===== config.mk =====
export PLATFORM = sky130hd
export DESIGN_NAME = wb_slave_mux
export DESIGN_NICKNAME = d
export VERILOG_FILES = /design/src/rtl/wb_slave_mux.sv
export SDC_FILE = /design/constraint.sdc
export NUM_CORES = 1
export LEC_CHECK = 0
export ABC_AREA = 1
export BUFFER_PORTS_ARGS = -buffer_cell sky130_fd_sc_hd__buf_2
export CAP_MARGIN = 10
export CORE_MARGIN = 3
export CORE_UTILIZATION = 25
export DETAILED_ROUTE_END_ITERATION = 10
export PLACE_DENSITY = 0.48
export SLEW_MARGIN = 5
export SYNTH_ARGS = -nofsm -noshare
export SYNTH_HDL_FRONTEND = slang
export SYNTH_SLANG_ARGS = --single-unit

===== constraint.sdc =====
create_clock -name clock -period 5.6 [get_ports clock]
set_input_delay 0.56 -clock clock [delete_from_list [all_inputs] [get_ports clock]]
set_output_delay 0.56 -clock clock [all_outputs]
set_load 0.02 [all_outputs]

===== src/rtl/wb_slave_mux.sv =====
// Single-master to num_slaves Wishbone B4 router with base/mask decode,
// unmapped-address error, stall handling and a watchdog that turns a hung slave into wb_err.
module wb_slave_mux #(
  parameter int addr_width     = 32,
  parameter int data_width     = 32,
  parameter int num_slaves     = 2,
  parameter logic [num_slaves*addr_width-1:0] slave_addr = {32'h8000_0000, 32'h0000_0000},
  parameter logic [num_slaves*addr_width-1:0] slave_mask = {32'hF000_0000, 32'hF000_0000},
  parameter int timeout_cycles = 255
) (
  input  logic                                clock,
  input  logic                                reset,
  input  logic [addr_width-1:0]               wb_adr,
  input  logic [data_width-1:0]               wb_datwr,
  input  logic                                wb_we,
  input  logic [data_width/8-1:0]             wb_sel,
  input  logic                                wb_cyc,
  input  logic                                wb_stb,
  output logic                                wb_ack,
  output logic                                wb_err,
  output logic [data_width-1:0]               wb_datrd,
  output logic [num_slaves-1:0]               s_cyc,
  output logic [num_slaves-1:0]               s_stb,
  output logic [num_slaves-1:0]               s_we,
  output logic [num_slaves*addr_width-1:0]    s_adr,
  output logic [num_slaves*data_width-1:0]    s_datwr,
  output logic [num_slaves*data_width/8-1:0]  s_sel,
  input  logic [num_slaves-1:0]               s_stall,
  input  logic [num_slaves-1:0]               s_ack,
  input  logic [num_slaves-1:0]               s_err,
  input  logic [num_slaves*data_width-1:0]    s_datrd
);

  // state | meaning
  // IDLE  | no transaction; decode master request
  // REQ   | s_stb asserted to selected slave, waiting for stall=0
  // WAIT  | request accepted, s_cyc held until slave ack/err
  // RESP  | wb_ack pulse to master
  // ERR   | wb_err pulse (unmapped, slave error, or watchdog)

  localparam int NS  = num_slaves;
  localparam int AW  = addr_width;
  localparam int DW  = data_width;
  localparam int SW  = data_width / 8;
  localparam int SIW = (NS > 1) ? $clog2(NS) : 1;
  localparam int WDW = (timeout_cycles > 0) ? $clog2(timeout_cycles + 1) : 1;
  localparam logic [WDW-1:0] WD_LIMIT = (timeout_cycles > 0) ? WDW'(timeout_cycles - 1) : '0;

  typedef enum logic [2:0] {IDLE, REQ, WAIT, RESP, ERR} state_t;

  state_t         state;
  logic [SIW-1:0] sel_idx;
  logic [SIW-1:0] hit_idx;
  logic           hit;
  logic [WDW-1:0] wdog;
  logic           sel_stall, sel_ack, sel_err, sel_we;
  logic [DW-1:0]  sel_datrd;
  logic           resp_ok, resp_err, resp_ack, wd_fire, end_xfer;

  // Scan downwards so the lowest matching index is the one left standing.
  always_comb begin
    hit     = 1'b0;
    hit_idx = '0;
    for (int i = NS - 1; i >= 0; i--) begin
      if ((wb_adr & slave_mask[i*AW +: AW]) == (slave_addr[i*AW +: AW] & slave_mask[i*AW +: AW])) begin
        hit     = 1'b1;
        hit_idx = SIW'(i);
      end
    end
  end

  // A response is only honoured once the request has been (or is being) accepted.
  always_comb begin
    sel_stall = s_stall[sel_idx];
    sel_ack   = s_ack[sel_idx];
    sel_err   = s_err[sel_idx];
    sel_we    = s_we[sel_idx];
    sel_datrd = s_datrd[sel_idx*DW +: DW];
    resp_ok   = (state == WAIT) || ((state == REQ) && !sel_stall);
    resp_err  = resp_ok && sel_err;
    resp_ack  = resp_ok && sel_ack && !sel_err;
    wd_fire   = (timeout_cycles > 0) && (wdog == WD_LIMIT);
    end_xfer  = !wb_cyc || resp_err || resp_ack || wd_fire;
  end

  always_ff @(posedge clock) begin
    if (reset) begin
      state    <= IDLE;
      wb_ack   <= 1'b0;
      wb_err   <= 1'b0;
      wb_datrd <= '0;
      s_cyc    <= '0;
      s_stb    <= '0;
      s_we     <= '0;
      s_adr    <= '0;
      s_datwr  <= '0;
      s_sel    <= '0;
      wdog     <= '0;
      sel_idx  <= '0;
    end else begin
      wb_ack <= 1'b0;
      wb_err <= 1'b0;
      case (state)
        IDLE: begin
          if (wb_cyc && wb_stb) begin
            if (hit) begin
              sel_idx                   <= hit_idx;
              wdog                      <= '0;
              s_cyc[hit_idx]            <= 1'b1;
              s_stb[hit_idx]            <= 1'b1;
              s_we[hit_idx]             <= wb_we;
              s_adr[hit_idx*AW +: AW]   <= wb_adr;
              s_datwr[hit_idx*DW +: DW] <= wb_datwr;
              s_sel[hit_idx*SW +: SW]   <= wb_sel;
              state                     <= REQ;
            end else begin
              wb_err <= 1'b1;
              state  <= ERR;
            end
          end
        end
        REQ, WAIT: begin
          if (end_xfer) begin
            s_cyc   <= '0;
            s_stb   <= '0;
            s_we    <= '0;
            s_adr   <= '0;
            s_datwr <= '0;
            s_sel   <= '0;
            // Abort wins over everything: silently return to IDLE.
            if (!wb_cyc) begin
              state <= IDLE;
            end else if (resp_err || (!resp_ack && wd_fire)) begin
              wb_err <= 1'b1;
              state  <= ERR;
            end else begin
              wb_ack <= 1'b1;
              if (!sel_we) wb_datrd <= sel_datrd;
              state  <= RESP;
            end
          end else begin
            if (wdog != '1) wdog <= wdog + 1'b1;
            if ((state == REQ) && !sel_stall) begin
              s_stb <= '0;
              state <= WAIT;
            end
          end
        end
        default: state <= IDLE;
      endcase
    end
  end

endmodule

==> run_results.csv <==
group,metric,value,unit
power,power_density,307.9,mW/mm²
sta,grt_setup_unrepaired,"false",
power,power.switching,0.8203,mW
critical_path,r2r_start,"sel_idx",
power,power,2.972,mW
cts,numCtsBuffers,17,
sta,period_share,58.34,%
power,p_clk_share,42.5,%
logic_synthesis,synthCells,915,
routing,finalWirelength,23620,µm
final_layout,n_fill_cell,3091,
sta,tightest_slew,1.190,ns
placed_design,port_buffers,318,
sta,finalWorstPathRequiredPeriod,3.267,ns
sta,max_freq,306.1,MHz
final_layout,drive_gt1_share,30.91,%
critical_path,startpoint_type,"flip-flop",
logic_synthesis,synth_area_leaders,"dfxtp_1 (52%), nand2_1 (17%), a21oi_1 (12%)",
floorplan,coreArea,0.02809,mm²
cts,post-cts-setup-buffers,0,
logic_synthesis,synth_fp_nets,1060,
critical_path,path_max_fanout,64,
critical_path,r2r-end,"wb_datrd[18]",
routing,wl_per_cell,14.86,µm
logic_synthesis,yosysMostFrequentCell,"nand2_1",
sta,finalSetupTns,0,ns
final_layout,layout.area.seq,0.003765,mm²
global_route,grt-ovfl-total,0,
job,cap_violations,0,
power,leakage,4.203,nW
critical_path,worstPathArrival,3.63,ns
critical_path,max_stage_delay,1.03,ns
critical_path,critPathKind,"flip-flop to flip-flop",
final_layout,multi_input_area,0.003027,mm²
power,power_frac_comb,10.7,%
global_route,grt_max_degree,80,
logic_synthesis,yosys.area.top_type,"dfxtp_1",
floorplan,start_util,25.67,%
critical_path,worstPathRequired,5.96,ns
cts,cts.sinks,188,
power,p_int,2.152,mW
global_route,grt_pass1_vias,6641,
hold_path,hold_class,"input port to flip-flop",
floorplan,num_io_pins,319,
logic_synthesis,yosysUniqueCellTypes,27,
cts,htreeDepth,4,
cts,clk_pin_slew,0.08,ns
cts,ctsHoldBuffers,0,
hold_path,worstHoldStart,"wb_datwr[16]",
floorplan,rows,61,
critical_path,r2r_slack,2.33,ns
logic_synthesis,ys.flop_type,"dfxtp_1",
sta,slew_violations,0,
logic_synthesis,synth-seq-cells,188,
sta,finalHoldViolCount,0,
critical_path,r2r_cells,10,
power,seqPwrFrac,46.8,%
placed_design,dp_hpwl,16470,µm
cts,cts_resized,0,
status,status,"finished clean",
cts,cts_tree,"yes",
critical_path,cp-end-kind,"flip-flop",
placed_design,place_congestion,0.8118,
hold_path,hold_end,"s_datwr[16]",
critical_path,cpMostUsedCell,"nand2_2",
critical_path,crit_slowest_cell,"dfxtp_2",
routing,drt-vias-per-instance,4.378,
routing,first_iter_violations,308,
logic_synthesis,synth_area,0.007211,mm²
cts,cts_root_buf,"clkbuf_16",
global_route,grt_usage,14.72,%
floorplan,die_area,0.03092,mm²
logic_synthesis,ys_seq_area_share,52.20,%
logic_synthesis,syn_area_per_cell,7.881,µm²
floorplan,die_h,175.8,µm
logic_synthesis,ys_warn_count,0,
routing,vias,6956,
logic_synthesis,synth.top_cell.area_share,52.20,%
hold_path,min_path_cells,3,
logic_synthesis,synth_commonest_cells,"nand2_1 (317), dfxtp_1 (188), a21oi_1 (178)",
sta,max_slew_margin,20.47,%
logic_synthesis,synth_edf_count,0,
cts,clk_latency,0.43,ns
sta,finalSetupViolCount,0,
global_route,grt_pass1_wl,36540,µm
critical_path,crit_chain,"inv_2 -> nand2_1 -> nand2_1 -> nand2_2 -> nand2_2 -> nand2_2 -> nand3_1 -> nor2_4 -> o21ai_0 -> a21oi_1",
global_route,antenna_found_initial,2,
power,swShare,27.60,%
floorplan,die_x,175.8,µm
routing,ant_nets,0,
power,peakVddDrop,151.0,µV
routing,first_pass_iters,4,
logic_synthesis,synthArstFlopShare,0,%
final_layout,syn_to_final_growth,33.89,%
sta,clock_skew,0.01971,ns
cts,clockBufferDepth,2,
routing,drc_errors,0,
final_layout,nets,1343,
-- worst max-delay path, delay by kind of cell (launching register included) --
kind / cells / cell delay (ns)
DFF: 1 / 1.03
AOI/OAI and AO/OA: 2 / 0.36
and+or+nand+nor: 7 / 1.62
buffers and inverters: 1 / 0.16
-- stage by stage --
step | instances | hold WS, ns | util (%) | cell area [µm²] | worst slack [ns]
finish | 1589 | 0.3887 | 34.37 | 9654 | 2.333
global route | 1589 | 0.3754 | 34.37 | 9654 | 2.000
CTS | 1587 | 0.3658 | 34.27 | 9624 | 2.277
detailed placement | 1556 | 0.4286 | 32.11 | 9020 | 2.300
global placement | 1556 | 0.4258 | 32.11 | 9020 | 2.363
floorplan | 915 | 0.4569 | - | 7211 | 3.745
-- kinds of logic after synthesis --
group                    count (synthesis)  share of synthesized area (%)
AND/OR/NAND/NOR                        374                          20.54
AO/OA/AOI/OAI                          225                          16.09
flip-flops                             188                          52.20
buffers and inverters                   93                          6.247
multiplexers                            33                          4.581
adder cells (fa/ha/maj)                  2                         0.3470
-- sequential cells by signal (all words and copies together), names as in the netlist --
register	flops
wb_err	1
wb_ack	1
sel_idx	1
state	3
s_sel	8
s_datwr	64
wdog	8
s_cyc	2
s_stb	2
s_adr	64
wb_datrd	32
s_we	2
-- layout make-up --
| class | count | share of cell area (%) |
|---|---|---|
| multi-input combinational | 634 | 31.35 |
| inverter | 33 | 1.283 |
| clock inverter | 14 | 1.853 |
| antenna | 1 | 0.02592 |
| clock buffer | 17 | 4.406 |
| tap | 378 | 4.899 |
| sequential | 188 | 39.00 |
| timing repair buffer | 324 | 17.19 |
-- layer usage --
| metal | vias to the layer above | global-route usage [%] | part of all wire [%] | routed length (µm) |
|---|---|---|---|---|
| li1 | 3557 | - | - | - |
| met1 | 3200 | 18.90 | 45 | 10570 |
| met2 | 177 | 24.03 | 48 | 11260 |
| met3 | 20 | 4.280 | 6.2 | 1460 |
| met4 | 2 | 4.322 | 1.4 | 323 |
| met5 | - | 0 | 0.030 | 7 |
-- cell usage in the layout, fill, tap and decap left out, types with 4 or more instances in the layout --
master	Yosys	routed
o21ai_1	6	6
buf_4	11	6
mux2i_1	33	33
nand2_1	317	317
a21oi_1	178	178
buf_2	18	317
o21ai_0	31	31
nand2_2	5	5
inv_6	0	4
inv_1	30	30
nand3_1	10	10
nor2_1	29	28
dfxtp_1	188	187
clkbuf_16	0	17
a211oi_1	4	4
-- power groups by stage --
stage	sequential (mW)	clock [mW]	combinational, mW
floorplan	1.45	0	0.161
global placement	1.42	0	0.322
detailed placement	1.42	0	0.321
CTS	1.39	1.31	0.322
global route	1.39	1.36	0.355
finish	1.39	1.26	0.318
-- worst max path at each step --
stage | startpoint | to | slack (ns) | cells after the start
2_1_floorplan | wb_adr[30] | s_adr[57] | 3.74 | 8
3_3_place_gp | sel_idx | s_datwr[38] | 2.36 | 11
3_5_place_dp | sel_idx | wb_datrd[18] | 2.30 | 10
4_1_cts | sel_idx | wb_datrd[18] | 2.28 | 10
5_1_grt | sel_idx | wb_datrd[26] | 2.00 | 10
6_report | sel_idx | wb_datrd[18] | 2.33 | 10
Power figures use the tool's default switching activity.
